<file path="config.mk">
export PLATFORM = sky130hd
export DESIGN_NAME = hydro_level_ctrl_flat
export DESIGN_NICKNAME = d
export VERILOG_FILES = /design/src/rtl/hydro_level_ctrl_if.sv /design/src/rtl/hydro_level_ctrl.sv /design/src/flat_wrapper.sv
export SDC_FILE = /design/constraint.sdc
export NUM_CORES = 1
export LEC_CHECK = 0
export CORE_ASPECT_RATIO = 1.25
export CORE_MARGIN = 2
export CORE_UTILIZATION = 68
export CTS_CLUSTER_DIAMETER = 60
export DETAILED_ROUTE_END_ITERATION = 8
export DONT_BUFFER_PORTS = 1
export PLACE_DENSITY = 0.84
export RECOVER_POWER = 100
export SLEW_MARGIN = 25
export SYNTH_ARGS = -nofsm -noshare
export SYNTH_HDL_FRONTEND = slang
export SYNTH_SLANG_ARGS = --single-unit
</file>
<file path="constraint.sdc">
create_clock -name clk -period 5.76 [get_ports clk]
set_clock_uncertainty 0.1 [all_clocks]
set_input_delay 1.152 -clock clk [delete_from_list [all_inputs] [get_ports clk]]
set_output_delay 1.152 -clock clk [all_outputs]
set_load 0.01 [all_outputs]
</file>
<file path="src/rtl/hydro_level_ctrl_if.sv">
// Sample/actuator bundle between the level sampler, hydro_level_ctrl and
// the actuator drivers.
//
// Handshake: smp_valid is a one-cycle strobe with no back-pressure. ms, ts
// and ct are meaningful only on a cycle where smp_valid=1 and are
// don't-care otherwise. Every strobed sample is consumed on the clock edge
// that ends that cycle. The controller can never stall the sampler.
interface hydro_level_ctrl_if;
    logic       smp_valid;
    logic [3:0] ms;
    logic [3:0] ts;
    logic [3:0] ct;
    logic       fault_clr;
    logic       pump_on;
    logic       drain_on;
    logic       fault;
    logic [2:0] state;
    logic       lvl_lt;
    logic       lvl_eq;
    logic       lvl_gt;

    // Sampler/test side: drives samples and fault clear, observes outputs.
    modport master (
        output smp_valid, ms, ts, ct, fault_clr,
        input  pump_on, drain_on, fault, state, lvl_lt, lvl_eq, lvl_gt
    );

    // Controller side.
    modport slave (
        input  smp_valid, ms, ts, ct, fault_clr,
        output pump_on, drain_on, fault, state, lvl_lt, lvl_eq, lvl_gt
    );
endinterface

</file>
<file path="src/rtl/hydro_level_ctrl.sv">
// Tank-level pump/drain controller. Each strobed sample is compared against
// a saturated tolerance band around the setpoint. A debounced FSM drives the
// fill pump or the drain valve. A no-progress timeout latches a sticky fault
// that only fault_clr releases. All outputs are decoded from registers.
module hydro_level_ctrl #(
    parameter int DEBOUNCE = 3,    // 1..15
    parameter int TIMEOUT  = 200   // 1..255
) (
    input logic               clk,
    input logic               rst,
    hydro_level_ctrl_if.slave lvl_bus
);

    localparam logic [2:0] ST_IDLE  = 3'b000;
    localparam logic [2:0] ST_HOLD  = 3'b001;
    localparam logic [2:0] ST_FILL  = 3'b010;
    localparam logic [2:0] ST_DRAIN = 3'b011;
    localparam logic [2:0] ST_FAULT = 3'b100;

    // Direction of the sample that last advanced the debounce run.
    localparam logic [1:0] DIR_NONE  = 2'd0;
    localparam logic [1:0] DIR_BELOW = 2'd1;
    localparam logic [1:0] DIR_ABOVE = 2'd2;

    localparam logic [3:0] DEB_CNT   = 4'(DEBOUNCE);
    localparam logic [7:0] TOUT_LAST = 8'(TIMEOUT - 1);

    logic [2:0] r_state;
    logic [3:0] r_dcnt;
    logic [1:0] r_dir;
    logic [7:0] r_tcnt;
    logic [3:0] r_last_ms;
    logic       r_lvl_lt;
    logic       r_lvl_eq;
    logic       r_lvl_gt;

    logic [4:0] w_upper_sum;
    logic [3:0] w_upper;
    logic [3:0] w_lower;
    logic       w_below;
    logic       w_above;
    logic [3:0] w_dcnt_run;
    logic [1:0] w_dir_run;
    logic [2:0] w_next_state;
    logic       w_progress;
    logic       w_state_chg;
    logic [3:0] w_dcnt_next;
    logic [1:0] w_dir_next;
    logic [7:0] w_tcnt_next;

    // Tolerance band around the setpoint, clamped to the 4-bit level range.
    always_comb begin
        w_upper_sum = {1'b0, lvl_bus.ts} + {1'b0, lvl_bus.ct};
        w_upper     = w_upper_sum[4] ? 4'hF : w_upper_sum[3:0];
        w_lower     = (lvl_bus.ct > lvl_bus.ts) ? 4'h0 : (lvl_bus.ts - lvl_bus.ct);
        w_below     = (lvl_bus.ms < w_lower);
        w_above     = (lvl_bus.ms > w_upper);
    end

    // Debounce run length as the current sample would leave it. Gaps without
    // a strobe leave the run untouched. A state change clears it later on.
    always_comb begin
        w_dcnt_run = r_dcnt;
        w_dir_run  = r_dir;
        if (lvl_bus.smp_valid) begin
            if (w_below) begin
                w_dir_run = DIR_BELOW;
                if (r_dir == DIR_BELOW && r_dcnt != 4'd0) begin
                    w_dcnt_run = (r_dcnt == 4'hF) ? 4'hF : (r_dcnt + 4'd1);
                end else begin
                    w_dcnt_run = 4'd1;
                end
            end else if (w_above) begin
                w_dir_run = DIR_ABOVE;
                if (r_dir == DIR_ABOVE && r_dcnt != 4'd0) begin
                    w_dcnt_run = (r_dcnt == 4'hF) ? 4'hF : (r_dcnt + 4'd1);
                end else begin
                    w_dcnt_run = 4'd1;
                end
            end else begin
                w_dir_run  = DIR_NONE;
                w_dcnt_run = 4'd0;
            end
        end
    end

    // Next-state selection. Reaching the target beats timeout, and progress
    // beats timeout.
    always_comb begin
        w_next_state = r_state;
        w_progress   = 1'b0;
        case (r_state)
            ST_IDLE: begin
                if (lvl_bus.smp_valid) begin
                    if (w_below) begin
                        w_next_state = ST_FILL;
                    end else if (w_above) begin
                        w_next_state = ST_DRAIN;
                    end else begin
                        w_next_state = ST_HOLD;
                    end
                end
            end
            ST_HOLD: begin
                if (lvl_bus.smp_valid && w_dcnt_run == DEB_CNT) begin
                    if (w_below) begin
                        w_next_state = ST_FILL;
                    end else if (w_above) begin
                        w_next_state = ST_DRAIN;
                    end
                end
            end
            ST_FILL: begin
                w_progress = lvl_bus.smp_valid && (lvl_bus.ms > r_last_ms);
                if (lvl_bus.smp_valid && lvl_bus.ms >= lvl_bus.ts) begin
                    w_next_state = ST_HOLD;
                end else if (!w_progress && r_tcnt == TOUT_LAST) begin
                    w_next_state = ST_FAULT;
                end
            end
            ST_DRAIN: begin
                w_progress = lvl_bus.smp_valid && (lvl_bus.ms < r_last_ms);
                if (lvl_bus.smp_valid && lvl_bus.ms <= lvl_bus.ts) begin
                    w_next_state = ST_HOLD;
                end else if (!w_progress && r_tcnt == TOUT_LAST) begin
                    w_next_state = ST_FAULT;
                end
            end
            ST_FAULT: begin
                if (lvl_bus.fault_clr) begin
                    w_next_state = ST_IDLE;
                end
            end
            default: begin
                w_next_state = ST_IDLE;
            end
        endcase
    end

    // Counter updates. Every state change restarts both the debounce run
    // and the no-progress timer.
    always_comb begin
        w_state_chg = (w_next_state != r_state);
        w_dcnt_next = w_state_chg ? 4'd0 : w_dcnt_run;
        w_dir_next  = w_state_chg ? DIR_NONE : w_dir_run;
        if (w_state_chg) begin
            w_tcnt_next = 8'd0;
        end else if (r_state == ST_FILL || r_state == ST_DRAIN) begin
            w_tcnt_next = w_progress ? 8'd0 : (r_tcnt + 8'd1);
        end else begin
            w_tcnt_next = 8'd0;
        end
    end

    // State, counters, last sample and compare flags.
    always_ff @(posedge clk) begin
        if (rst) begin
            r_state   <= ST_IDLE;
            r_dcnt    <= 4'd0;
            r_dir     <= DIR_NONE;
            r_tcnt    <= 8'd0;
            r_last_ms <= 4'd0;
            r_lvl_lt  <= 1'b0;
            r_lvl_eq  <= 1'b0;
            r_lvl_gt  <= 1'b0;
        end else begin
            r_state <= w_next_state;
            r_dcnt  <= w_dcnt_next;
            r_dir   <= w_dir_next;
            r_tcnt  <= w_tcnt_next;
            if (lvl_bus.smp_valid) begin
                r_last_ms <= lvl_bus.ms;
                r_lvl_lt  <= (lvl_bus.ms <  lvl_bus.ts);
                r_lvl_eq  <= (lvl_bus.ms == lvl_bus.ts);
                r_lvl_gt  <= (lvl_bus.ms >  lvl_bus.ts);
            end
        end
    end

    // Moore outputs decoded from the registered state only.
    assign lvl_bus.pump_on  = (r_state == ST_FILL);
    assign lvl_bus.drain_on = (r_state == ST_DRAIN);
    assign lvl_bus.fault    = (r_state == ST_FAULT);
    assign lvl_bus.state    = r_state;
    assign lvl_bus.lvl_lt   = r_lvl_lt;
    assign lvl_bus.lvl_eq   = r_lvl_eq;
    assign lvl_bus.lvl_gt   = r_lvl_gt;

endmodule

</file>
<file path="src/flat_wrapper.sv">
// flat-port wrapper written by rule: the top's interface ports become plain ports
module hydro_level_ctrl_flat 
#(
    parameter int DEBOUNCE = 3,            
    parameter int TIMEOUT  = 200            
)
  (clk, rst, lvl_bus_smp_valid, lvl_bus_ms, lvl_bus_ts, lvl_bus_ct, lvl_bus_fault_clr, lvl_bus_pump_on, lvl_bus_drain_on, lvl_bus_fault, lvl_bus_state, lvl_bus_lvl_lt, lvl_bus_lvl_eq, lvl_bus_lvl_gt);
  hydro_level_ctrl_if lvl_bus_i ();
  input logic clk;
  input logic rst;
  input wire logic [$bits(lvl_bus_i.smp_valid)-1:0] lvl_bus_smp_valid;
  input wire logic [$bits(lvl_bus_i.ms)-1:0] lvl_bus_ms;
  input wire logic [$bits(lvl_bus_i.ts)-1:0] lvl_bus_ts;
  input wire logic [$bits(lvl_bus_i.ct)-1:0] lvl_bus_ct;
  input wire logic [$bits(lvl_bus_i.fault_clr)-1:0] lvl_bus_fault_clr;
  output wire logic [$bits(lvl_bus_i.pump_on)-1:0] lvl_bus_pump_on;
  output wire logic [$bits(lvl_bus_i.drain_on)-1:0] lvl_bus_drain_on;
  output wire logic [$bits(lvl_bus_i.fault)-1:0] lvl_bus_fault;
  output wire logic [$bits(lvl_bus_i.state)-1:0] lvl_bus_state;
  output wire logic [$bits(lvl_bus_i.lvl_lt)-1:0] lvl_bus_lvl_lt;
  output wire logic [$bits(lvl_bus_i.lvl_eq)-1:0] lvl_bus_lvl_eq;
  output wire logic [$bits(lvl_bus_i.lvl_gt)-1:0] lvl_bus_lvl_gt;
  assign lvl_bus_i.smp_valid = lvl_bus_smp_valid;
  assign lvl_bus_i.ms = lvl_bus_ms;
  assign lvl_bus_i.ts = lvl_bus_ts;
  assign lvl_bus_i.ct = lvl_bus_ct;
  assign lvl_bus_i.fault_clr = lvl_bus_fault_clr;
  assign lvl_bus_pump_on = lvl_bus_i.pump_on;
  assign lvl_bus_drain_on = lvl_bus_i.drain_on;
  assign lvl_bus_fault = lvl_bus_i.fault;
  assign lvl_bus_state = lvl_bus_i.state;
  assign lvl_bus_lvl_lt = lvl_bus_i.lvl_lt;
  assign lvl_bus_lvl_eq = lvl_bus_i.lvl_eq;
  assign lvl_bus_lvl_gt = lvl_bus_i.lvl_gt;
  hydro_level_ctrl #(.DEBOUNCE(DEBOUNCE), .TIMEOUT(TIMEOUT)) u_core (.clk(clk), .rst(rst), .lvl_bus(lvl_bus_i));
endmodule
</file>
-- After elaboration in Yosys (flattened, before gate mapping)
Cells that the tools add are included.
- magnitude comparators: 9
- bitwise operators: 1
- reduce and logical (&&, ||, !) cells: 16
- equal/unequal tests: 11
- multiplexer cells: 23
- $add $sub $neg: 4
- operators by type and width (cell ; number):
    2-to-1 mux 4 bit ; 8
    2-to-1 mux 3 bit ; 10
    > comparator 4 bit ; 4
    case mux 3 bit (5 select lines) ; 1
    < comparator 4 bit ; 3
    logical AND 1 bit ; 9
    adder 8 x 1 -> 8 bit (second input constant) ; 1
    equality test 8 bit (second input constant) ; 1
    equality test 3 x 2 -> 1 bit (second input constant) ; 2
    2-to-1 mux 2 bit ; 3
    adder 4 x 4 -> 5 bit ; 1
    adder 4 x 1 -> 4 bit (second input constant) ; 1
    equality test 4 x 2 -> 1 bit (second input constant) ; 1
    equality test 4 bit ; 1
    equality test 4 bit (second input constant) ; 1
    greater-or-equal comparator 4 bit ; 1
    <= comparator 4 bit ; 1
    nonzero test 4 bit ; 1
    OR reduction 4 bit ; 1
    subtractor 4 bit ; 1
    equality test 3 x 1 -> 1 bit (second input constant) ; 1
    equality test 3 bit (second input constant) ; 1
    logical NOT 3 bit ; 1
    inequality test 3 bit ; 1
    other kinds (7) ; 8
- output and inout port bits: 9
- register bits after elaboration: 24
- word-level logic and storage cells: 72

-- Depth between registers and ports, before layout
Gate-level depths: netlist of run 1.
- word-level depth: 12
- mapped depth: 16

-- Least setup slack after synthesis of run 1
No wires, ideal clock.
- kind: in2reg
- start: in lvl_bus_ct[0]
- end: reg u_core.r_dir[0]
- setup time: 0.141 ns
- data arrival time: 3.955 ns
- stages on the path: 12
- buffers on the path: 0
- slack: 1.563 ns
- cell sequence: ha_1 -> fa_1 -> or4_1 -> a211oi_1 -> ha_1 -> nand4_1 -> o21ai_0 -> a211o_1 -> mux2i_1 -> nand4_1 -> o211ai_2 -> a211oi_2
- word-level cells in the longest chain between the ends: 12
- ends and longest elaborated chain (element ; line ; text):
    start: declaration ; flat_wrapper.sv:14 ; input wire logic [$bits(lvl_bus_i.ct)-1:0] lvl_bus_ct;
    adder 4 x 4 -> 5 bit ; hydro_level_ctrl.sv:53 ; w_upper_sum = {1'b0, lvl_bus.ts} + {1'b0, lvl_bus.ct};
    2-to-1 mux 4 bit ; hydro_level_ctrl.sv:54 ; w_upper = w_upper_sum[4] ? 4'hF : w_upper_sum[3:0];
    > comparator 4 bit ; hydro_level_ctrl.sv:57 ; w_above = (lvl_bus.ms > w_upper);
    2-to-1 mux 4 bit ; hydro_level_ctrl.sv:73 ; end else if (w_above) begin
    2-to-1 mux 4 bit ; hydro_level_ctrl.sv:66 ; if (w_below) begin
    2-to-1 mux 4 bit ; hydro_level_ctrl.sv:65 ; if (lvl_bus.smp_valid) begin
    equality test 4 x 2 -> 1 bit ; hydro_level_ctrl.sv:105 ; if (lvl_bus.smp_valid && w_dcnt_run == DEB_CNT) begin
    logical AND 1 bit ; hydro_level_ctrl.sv:105 ;
    2-to-1 mux 3 bit ; hydro_level_ctrl.sv:105 ;
    case mux 3 bit (5 select lines) ; hydro_level_ctrl.sv:92 ; case (r_state)
    inequality test 3 bit ; hydro_level_ctrl.sv:143 ; w_state_chg = (w_next_state != r_state);
    OR reduction 2 bit (no line) ; -- ;
    end signal: assignment ; hydro_level_ctrl.sv:169 ; r_dir <= w_dir_next;
    end: declaration ; hydro_level_ctrl.sv:30 ; logic [1:0] r_dir;
Several ways; a longest one is shown, not always the timed one.
A chain may end at the register's enable or synchronous reset.

-- Worst setup path in the final report of run 1
- start: in lvl_bus_ts[0]
- end: reg u_core.r_dir[0]
- word-level cells in the longest chain between the ends: 12
- ends and longest elaborated chain (element ; line ; text):
    start: declaration ; flat_wrapper.sv:13 ; input wire logic [$bits(lvl_bus_i.ts)-1:0] lvl_bus_ts;
    adder 4 x 4 -> 5 bit ; hydro_level_ctrl.sv:53 ;
    2-to-1 mux 4 bit ; hydro_level_ctrl.sv:54 ;
    > comparator 4 bit ; hydro_level_ctrl.sv:57 ;
    2-to-1 mux 4 bit ; hydro_level_ctrl.sv:73 ;
    2-to-1 mux 4 bit ; hydro_level_ctrl.sv:66 ;
    2-to-1 mux 4 bit ; hydro_level_ctrl.sv:65 ;
    equality test 4 x 2 -> 1 bit ; hydro_level_ctrl.sv:105 ;
    logical AND 1 bit ; hydro_level_ctrl.sv:105 ;
    2-to-1 mux 3 bit ; hydro_level_ctrl.sv:105 ;
    case mux 3 bit (5 select lines) ; hydro_level_ctrl.sv:92 ;
    inequality test 3 bit ; hydro_level_ctrl.sv:143 ;
    OR reduction 2 bit (no line) ; -- ;
Several ways; a longest one is shown, not always the timed one.

==> results of run 1 <==
-- layer usage --
metal | vias to the layer above | track usage
li1 | 883 | -
met1 | 779 | 0.311
met2 | 49 | 0.464
met3 | 5 | 0.0415
met4 | 0 | 0.0865
met5 | - | 0
-- state kept, by name (all words and copies together), names as in the netlist --
name and flops:
u_core.lvl_bus.state 3, u_core.r_tcnt 8, u_core.r_dcnt 4, u_core.r_dir 2
u_core.lvl_bus.lvl_lt 1, u_core.lvl_bus.lvl_eq 1, u_core.r_last_ms 4, u_core.lvl_bus.lvl_gt 1
-- how the worst min path moves through the flow --
stage | end | slack (ps) | from
3_5_place_dp | u_core.r_tcnt[0] | 330 | u_core.r_tcnt[0]
6_report | u_core.r_tcnt[0] | 360 | u_core.r_tcnt[0]
4_1_cts | u_core.r_tcnt[0] | 350 | u_core.r_tcnt[0]
3_3_place_gp | u_core.r_tcnt[0] | 320 | u_core.r_tcnt[0]
5_1_grt | u_core.r_tcnt[0] | 380 | u_core.r_tcnt[0]
2_1_floorplan | u_core.r_tcnt[0] | 310 | u_core.r_tcnt[0]
-- worst register-to-register path, delay by kind of cell, from the launching register on --
family	cells	cell delay (ps)
buf+inv	1	40
flops	1	360
compound gates	4	1090
simple gates	3	610
fa+ha+maj	1	290
-- layout make-up --
| class | count | share of cell area |
|---|---|---|
| Sequential cell | 24 | 0.234 |
| Multi-Input combinational cell | 198 | 0.682 |
| Tap cell | 36 | 0.0220 |
| Clock buffer | 3 | 0.0110 |
| Inverter | 20 | 0.0366 |
| Clock inverter | 1 | 0.0146 |
-- cell usage in the layout (no fill, tap or decap), types with 2 or more instances in the layout --
cell type,n
sky130_fd_sc_hd__o31ai_1,2
sky130_fd_sc_hd__o21a_1,2
sky130_fd_sc_hd__a211oi_1,2
sky130_fd_sc_hd__ha_1,26
sky130_fd_sc_hd__xnor2_1,3
sky130_fd_sc_hd__o2bb2ai_1,2
sky130_fd_sc_hd__a22oi_1,2
sky130_fd_sc_hd__nor2_1,34
sky130_fd_sc_hd__o21ai_0,11
sky130_fd_sc_hd__o21bai_1,2
sky130_fd_sc_hd__mux2i_1,7
sky130_fd_sc_hd__xor2_1,5
sky130_fd_sc_hd__nand2_1,13
sky130_fd_sc_hd__nand3_1,7
sky130_fd_sc_hd__a21oi_1,15
sky130_fd_sc_hd__nand4_1,3
sky130_fd_sc_hd__nand2b_1,10
sky130_fd_sc_hd__a2bb2oi_1,2
sky130_fd_sc_hd__nor3b_1,3
sky130_fd_sc_hd__o211ai_1,4
sky130_fd_sc_hd__and3_1,6
sky130_fd_sc_hd__fa_1,2
sky130_fd_sc_hd__or4_1,2
sky130_fd_sc_hd__nor3_1,6
sky130_fd_sc_hd__a21o_1,2
sky130_fd_sc_hd__clkbuf_4,3
sky130_fd_sc_hd__nor2b_1,4
sky130_fd_sc_hd__nand4b_1,3
sky130_fd_sc_hd__nand3b_1,2
sky130_fd_sc_hd__dfxtp_1,24
sky130_fd_sc_hd__nor4b_1,3
sky130_fd_sc_hd__inv_1,19
-- power by group through the flow --
stage | registers (mW) | logic (mW) | clock network (mW)
3_3_place_gp | 0.193 | 0.126 | 0
6_report | 0.190 | 0.130 | 0.124
4_1_cts | 0.190 | 0.132 | 0.124
3_5_place_dp | 0.193 | 0.130 | 0
2_1_floorplan | 0.185 | 0.115 | 0
5_1_grt | 0.192 | 0.146 | 0.130
-- logic make-up after synthesis --
logic type      Yosys count  synth area share
xor+xnor                  8            0.0350
compound gates           55             0.189
buf+inv                  26            0.0500
mux                       7            0.0350
fa+ha+maj                28             0.183
simple gates            100             0.268
flops                    24             0.240
-- per-stage QoR --
stage / std cells / util
2_1_floorplan: 248 / -
3_3_place_gp: 278 / 0.706
3_5_place_dp: 278 / 0.706
4_1_cts: 282 / 0.724
5_1_grt: 282 / 0.717
6_report: 282 / 0.717
==> impl_metrics.ini, run 1 <==
[critical_path]
worst-endpoint-required_ps = 5850
critical_path.reg2reg.startpoint = u_core.r_last_ms[3]
rr_endpoint = u_core.r_tcnt[0]
cpPeakStageDelay_ps = 710
critPathSlowestCell = sky130_fd_sc_hd__a22oi_1
worstPathCellList = inv_1 -> ha_1 -> fa_1 -> nand2b_1 -> a21oi_1 -> nand2_1 -> ha_1 -> a21oi_1 -> nor4b_1 -> a22oi_1 -> mux2i_1 -> nand4_1 -> o211ai_1 -> a211oi_2
worst-endpoint-arrival_ps = 4690
path_buf_inv = 1
worst_setup_path_endpoint = u_core.r_dir[0]
path_depth = 14
critPathKind = in -> reg
setup.worst_path.start = lvl_bus_ts[0]
worst-r2r-setup-slack_ps = 3220
crit_fanout = 11
worstSetupEndpointType = flip-flop
critPathTopFamily = compound AO/OA/AOI/OAI gates
start_kind = primary input
ff_to_ff_path_depth = 9

[timing]
fin_tns_setup_ps = 0
worst_slew_margin_rel = 0.372
maxSlewViolCount = 0
period_share = 0.798
timing.final.setup_violations = 0
timing_worst_slew_pin_value_ps = 941
maxClockFrequency_ghz = 0.217
final.min_clock_period_ps = 4600
finalHoldWorstSlack_ps = 356
timing.final.hold_violations = 0
fin_ws_ps = 1160
rsz_0062_raised_after_global_routing = no

[finish]
fraction_of_layout_instances_using_a_drive_strength_above_1 = 0.0285
area_added_between_synthesis_and_finish_pct = 2.56
seqCellArea_um2 = 480
finished_cell_area_um2 = 2050
num_antenna_cells = 0
final_net_count = 291
multi_input_comb_area_um2 = 1400
nFillCells = 252

[synth]
async_flop_share = 0
yosysSeqAreaShare = 0.240
synth_edf_count = 0
netlist_instances = 248
yosys.cell_count.top_type = sky130_fd_sc_hd__nor2_1
post_synth_main_area_contributors = sky130_fd_sc_hd__dfxtp_1 (24%), sky130_fd_sc_hd__ha_1 (16%), sky130_fd_sc_hd__nor2_1 (6.4%)
ys_top_cells_by_count = sky130_fd_sc_hd__nor2_1 (34), sky130_fd_sc_hd__ha_1 (26), sky130_fd_sc_hd__dfxtp_1 (24), sky130_fd_sc_hd__inv_1 (19), sky130_fd_sc_hd__a21oi_1 (15)
post-synth-top-area-cell = sky130_fd_sc_hd__dfxtp_1
syn-mean-instance-area_um2 = 8.07
synth_area_um2 = 2000
ys_dominant_reg_cell = sky130_fd_sc_hd__dfxtp_1
synth.distinct_cells = 51
syn-num-nets = 292
synthesis.yosys.warnings = 0
ys_seq_elements = 24
synth_largest_type_area_fraction = 0.240

[power_and_ir_drop]
switching_share = 0.324
power.sequential.fraction = 0.427
p_int_mw = 0.301
powerDensity_nw_per_um2 = 217
total_power_mw = 0.445
p_sw_mw = 0.144
power_leakage_nw = 0.865
worst_ir_drop_vdd_uv = 182
power_frac_clock = 0.280
combPwrFrac = 0.293

[clocking]
clk_pin_slew_ps = 140
clockBufferDepth = 2
cts_post_setup_buffers_inserted = 0
tritoncts_buffers = 3
ctsHtreeMaxLevel = 1
clock_latency_ps = 330
clock_sinks = 24
clock_tree_from_tritoncts = built
cts_root_buf = sky130_fd_sc_hd__clkbuf_4
postCtsResizedCells = 0
postCtsHoldBufs = 0

[grt]
grt_antenna_before_repair = 0
grt_first_pass_wirelength_mm = 6.85
first_global_vias = 1580
groute.usage.overall = 0.261
global_route.overflow_total = 0
grt_max_degree = 18

[placement]
io_buffers = 0
placedInstanceArea_um2 = 2020
routabilityCongestion = 0.848
place_worst_setup_slack_ps = 937
dp_hpwl_mm = 3.28

[job]
max_capacitance_violation_total = 0

[min_path]
hold_class = reg -> reg
worstHoldPathCells = 1

[floorplan]
dieArea_um2 = 3390
floorplan.io_pins = 25
die-width_um = 52.5
coreArea_um2 = 2860
std_cell_rows = 22
fp.dieH_um = 64.6
initial_utilization = 0.699

[routing]
drt-total-wl_mm = 4.26
drt_drc_violations_left = 0
detail_route.wl_per_cell_um = 15.1
wl_met2_mm = 2.09
dr.max_layer_used = met4
route.vias.total = 1716
drt-met1-wl_mm = 1.92
detail_route.first_pass.iterations = 4
detailedRoute.firstIterationViolations = 58
routed_via_density = 6.09
route.antenna.remaining_nets = 0
met3_length_um = 212

[status]
status = completed
(Power assumes the default switching activity.)
==> run 2, diff against run 1 <==
ABC_AREA = 1   (was not set)
CORE_UTILIZATION = 64   (was 68)
PLACE_DENSITY = 0.8   (was 0.84)
clock period = 4.6 ns   (was 5.76 ns; I/O delays follow)
==> run 2 against run 1 <==
Compared with the run above:
- final cell count grew 18%
- register-to-register slack worse by 1100 ps
- cell area is 6.3% higher
- sequential power increased by 29%
- sequential share of layout area fell by 1.4 points
- non-clock buffer count did not move
- global-route usage down 2.6 points
- critical path type unchanged
- largest power group is now combinational cells
- highest routed layer unchanged
==> impl_metrics.ini, run 2 <==
[timing]
period_share = 0.875
timing.final.hold_violations = 0
timing_worst_slew_pin_value_ps = 654
timing.final.setup_violations = 0
maxClockFrequency_ghz = 0.249
rsz_0062_raised_after_global_routing = no
final.min_clock_period_ps = 4020
worst_slew_margin_rel = 0.560
maxSlewViolCount = 0
fin_tns_setup_ps = 0

[floorplan]
coreArea_um2 = 3190
fp.dieH_um = 68.3
initial_utilization = 0.663
dieArea_um2 = 3790
std_cell_rows = 23
floorplan.io_pins = 25
die-width_um = 55.5

[synth]
synth_area_um2 = 2120
synth_largest_type_area_fraction = 0.227
synthesis.yosys.warnings = 0
ys_dominant_reg_cell = sky130_fd_sc_hd__dfxtp_1
netlist_instances = 293
ys_seq_elements = 24
synth.distinct_cells = 36
yosys.cell_count.top_type = sky130_fd_sc_hd__inv_1
async_flop_share = 0
synth_edf_count = 0
ys_top_cells_by_count = sky130_fd_sc_hd__inv_1 (47), sky130_fd_sc_hd__nand2_1 (42), sky130_fd_sc_hd__ha_1 (26), sky130_fd_sc_hd__dfxtp_1 (24), sky130_fd_sc_hd__nor2_1 (24)
post-synth-top-area-cell = sky130_fd_sc_hd__dfxtp_1
syn-mean-instance-area_um2 = 7.23
post_synth_main_area_contributors = sky130_fd_sc_hd__dfxtp_1 (23%), sky130_fd_sc_hd__ha_1 (15%), sky130_fd_sc_hd__inv_1 (8.3%)
syn-num-nets = 337
yosysSeqAreaShare = 0.227

[power_and_ir_drop]
worst_ir_drop_vdd_uv = 294
power_leakage_nw = 1.03
powerDensity_nw_per_um2 = 306

[finish]
largest_register_ffs = 8
largest_register = u_core.r_tcnt
layout.cells.most_common = sky130_fd_sc_hd__inv_1
fraction_of_layout_instances_using_a_drive_strength_above_1 = 0.142
utilization = 0.683
num_antenna_cells = 0
layoutNonFillerInstCount = 332
most-common-layout-cells = sky130_fd_sc_hd__inv_1 (48), sky130_fd_sc_hd__nand2_1 (43), sky130_fd_sc_hd__nor2_1 (26), sky130_fd_sc_hd__ha_1 (26), sky130_fd_sc_hd__dfxtp_1 (24)
area_added_between_synthesis_and_finish_pct = 3.01
reg.largest.list = u_core.r_tcnt: 8 flops, u_core.r_dcnt: 4 flops, u_core.r_last_ms: 4 flops
final_net_count = 340

[routing]
routed_via_density = 5.53
route.vias.total = 1836
detailedRoute.firstIterationViolations = 65
drt-total-wl_mm = 4.17
route.antenna.remaining_nets = 0
detail_route.first_pass.iterations = 4
drt_drc_violations_left = 0
detail_route.wl_per_cell_um = 12.6

[grt]
grt_busiest_layer = met2
met3_track_demand_over_resource = 0.0340
groute.layer.met1.usage = 0.265
grt_max_degree = 20
groute.usage.overall = 0.235
grt.met2_usage = 0.451
grt_antenna_before_repair = 0
global_route.overflow_total = 0
first_global_vias = 1790
grt_first_pass_wirelength_mm = 7.25

[clocking]
clk_pin_slew_ps = 80
clock_latency_ps = 260
cts_post_setup_buffers_inserted = 0
clockBufferDepth = 2
clock_tree_from_tritoncts = built
clock_sinks = 24
cts_root_buf = sky130_fd_sc_hd__clkbuf_8
ctsHtreeMaxLevel = 1
postCtsHoldBufs = 0
tritoncts_buffers = 3
postCtsResizedCells = 0

[min_path]
worstHoldPathCells = 1
hold_class = reg -> reg
min-delay-start = u_core.r_tcnt[0]

[placement]
io_buffers = 0
dpl.cell_count = 328
dp_hpwl_mm = 3.31
routabilityCongestion = 0.820

[critical_path]
crit_fanout = 9
worst-endpoint-required_ps = 4700
critical_path.reg2reg.startpoint = u_core.lvl_bus.state[0]
critPathKind = in -> reg
setup.worst_path.start = lvl_bus_ct[2]
ff_to_ff_path_depth = 10
worstSetupEndpointType = flip-flop
start_kind = primary input
worst-endpoint-arrival_ps = 4130

[status]
status = completed

[job]
max_capacitance_violation_total = 0
## run 2: cell count changes in the layout (fill, tap and decap cells not counted), sizes merged, moves of 3 or more
| cell | previous run | this run |
|---|---|---|
| and3 | 6 | 0 |
| a211oi | 3 | 0 |
| nor2 | 34 | 39 |
| nand2 | 13 | 55 |
| inv | 19 | 50 |
| nor2b | 4 | 0 |
| nand4b | 3 | 0 |
| o21ai | 11 | 16 |
| o211ai | 4 | 1 |
| nand3 | 7 | 28 |
| nand2b | 11 | 0 |
| nor4b | 3 | 0 |
| mux2i | 7 | 0 |
| a21oi | 15 | 20 |
## run 2: area by class of cell
cell class | count | area, um2
Multi-Input combinational cell | 217 | 1410
Fill cell | 279 | 1010
Sequential cell | 24 | 480
Inverter | 50 | 188
Clock buffer | 4 | 55.1
Tap cell | 37 | 46.3
## run 2: metrics by stage
step           hold WS, ps  setup slack [ps]  power (mW)  instance area (um2)
3_3_place_gp           340               577       0.523                 2150
2_1_floorplan          328               950       0.482                 2120
6_report               365               577       0.668                 2180
4_1_cts                366               813       0.674                 2200
5_1_grt                378               240       0.721                 2180
3_5_place_dp           344               567       0.530                 2150
## run 2: power by group
part | internal (mW) | switching [mW]
clock | 0.0764 | 0.0654
sequential | 0.225 | 0.0216
combinational | 0.0953 | 0.185
## run 2: kinds of logic after synthesis
| logic type | Yosys count | share of synthesized area |
|---|---|---|
| simple gates | 136 | 0.351 |
| buf+inv | 52 | 0.0957 |
| compound gates | 44 | 0.117 |
| fa+ha+maj | 28 | 0.172 |
| flops | 24 | 0.227 |
| xor+xnor | 9 | 0.0372 |
## run 2: path summary, 6_finish.rpt
| kind | to | slack [ps] |
|---|---|---|
| worst max register to register | u_core.r_tcnt[1] | 2100 |
| worst max-delay path | u_core.r_tcnt[1] | 580 |
| worst min-delay path | u_core.r_tcnt[0] | 370 |
| worst min register to register | u_core.r_tcnt[0] | 370 |
## run 2: worst max-delay path, stage by stage
cell and delay, ps:
sky130_fd_sc_hd__inv_1 20, sky130_fd_sc_hd__ha_1 350, sky130_fd_sc_hd__inv_1 120, sky130_fd_sc_hd__o31ai_1 250, sky130_fd_sc_hd__xor2_1 170, sky130_fd_sc_hd__nand2_1 80, sky130_fd_sc_hd__ha_1 290, sky130_fd_sc_hd__a21oi_1 400
sky130_fd_sc_hd__nand2_1 350, sky130_fd_sc_hd__nand2_1 140, sky130_fd_sc_hd__nand3_1 110, sky130_fd_sc_hd__nand2_2 110, sky130_fd_sc_hd__nor2_4 40, sky130_fd_sc_hd__nand3_1 120, sky130_fd_sc_hd__nand2_1 80, sky130_fd_sc_hd__nand2_1 100
sky130_fd_sc_hd__nand3_4 120, sky130_fd_sc_hd__nor2_4 130, sky130_fd_sc_hd__nand2_4 110, sky130_fd_sc_hd__nor2_1 110
## run 2: routing by layer
layer	part of all wire	vias to the layer above
met2	0.51	40
met5	0	-
li1	-	954
met4	0.014	0
met1	0.43	836
met3	0.039	6
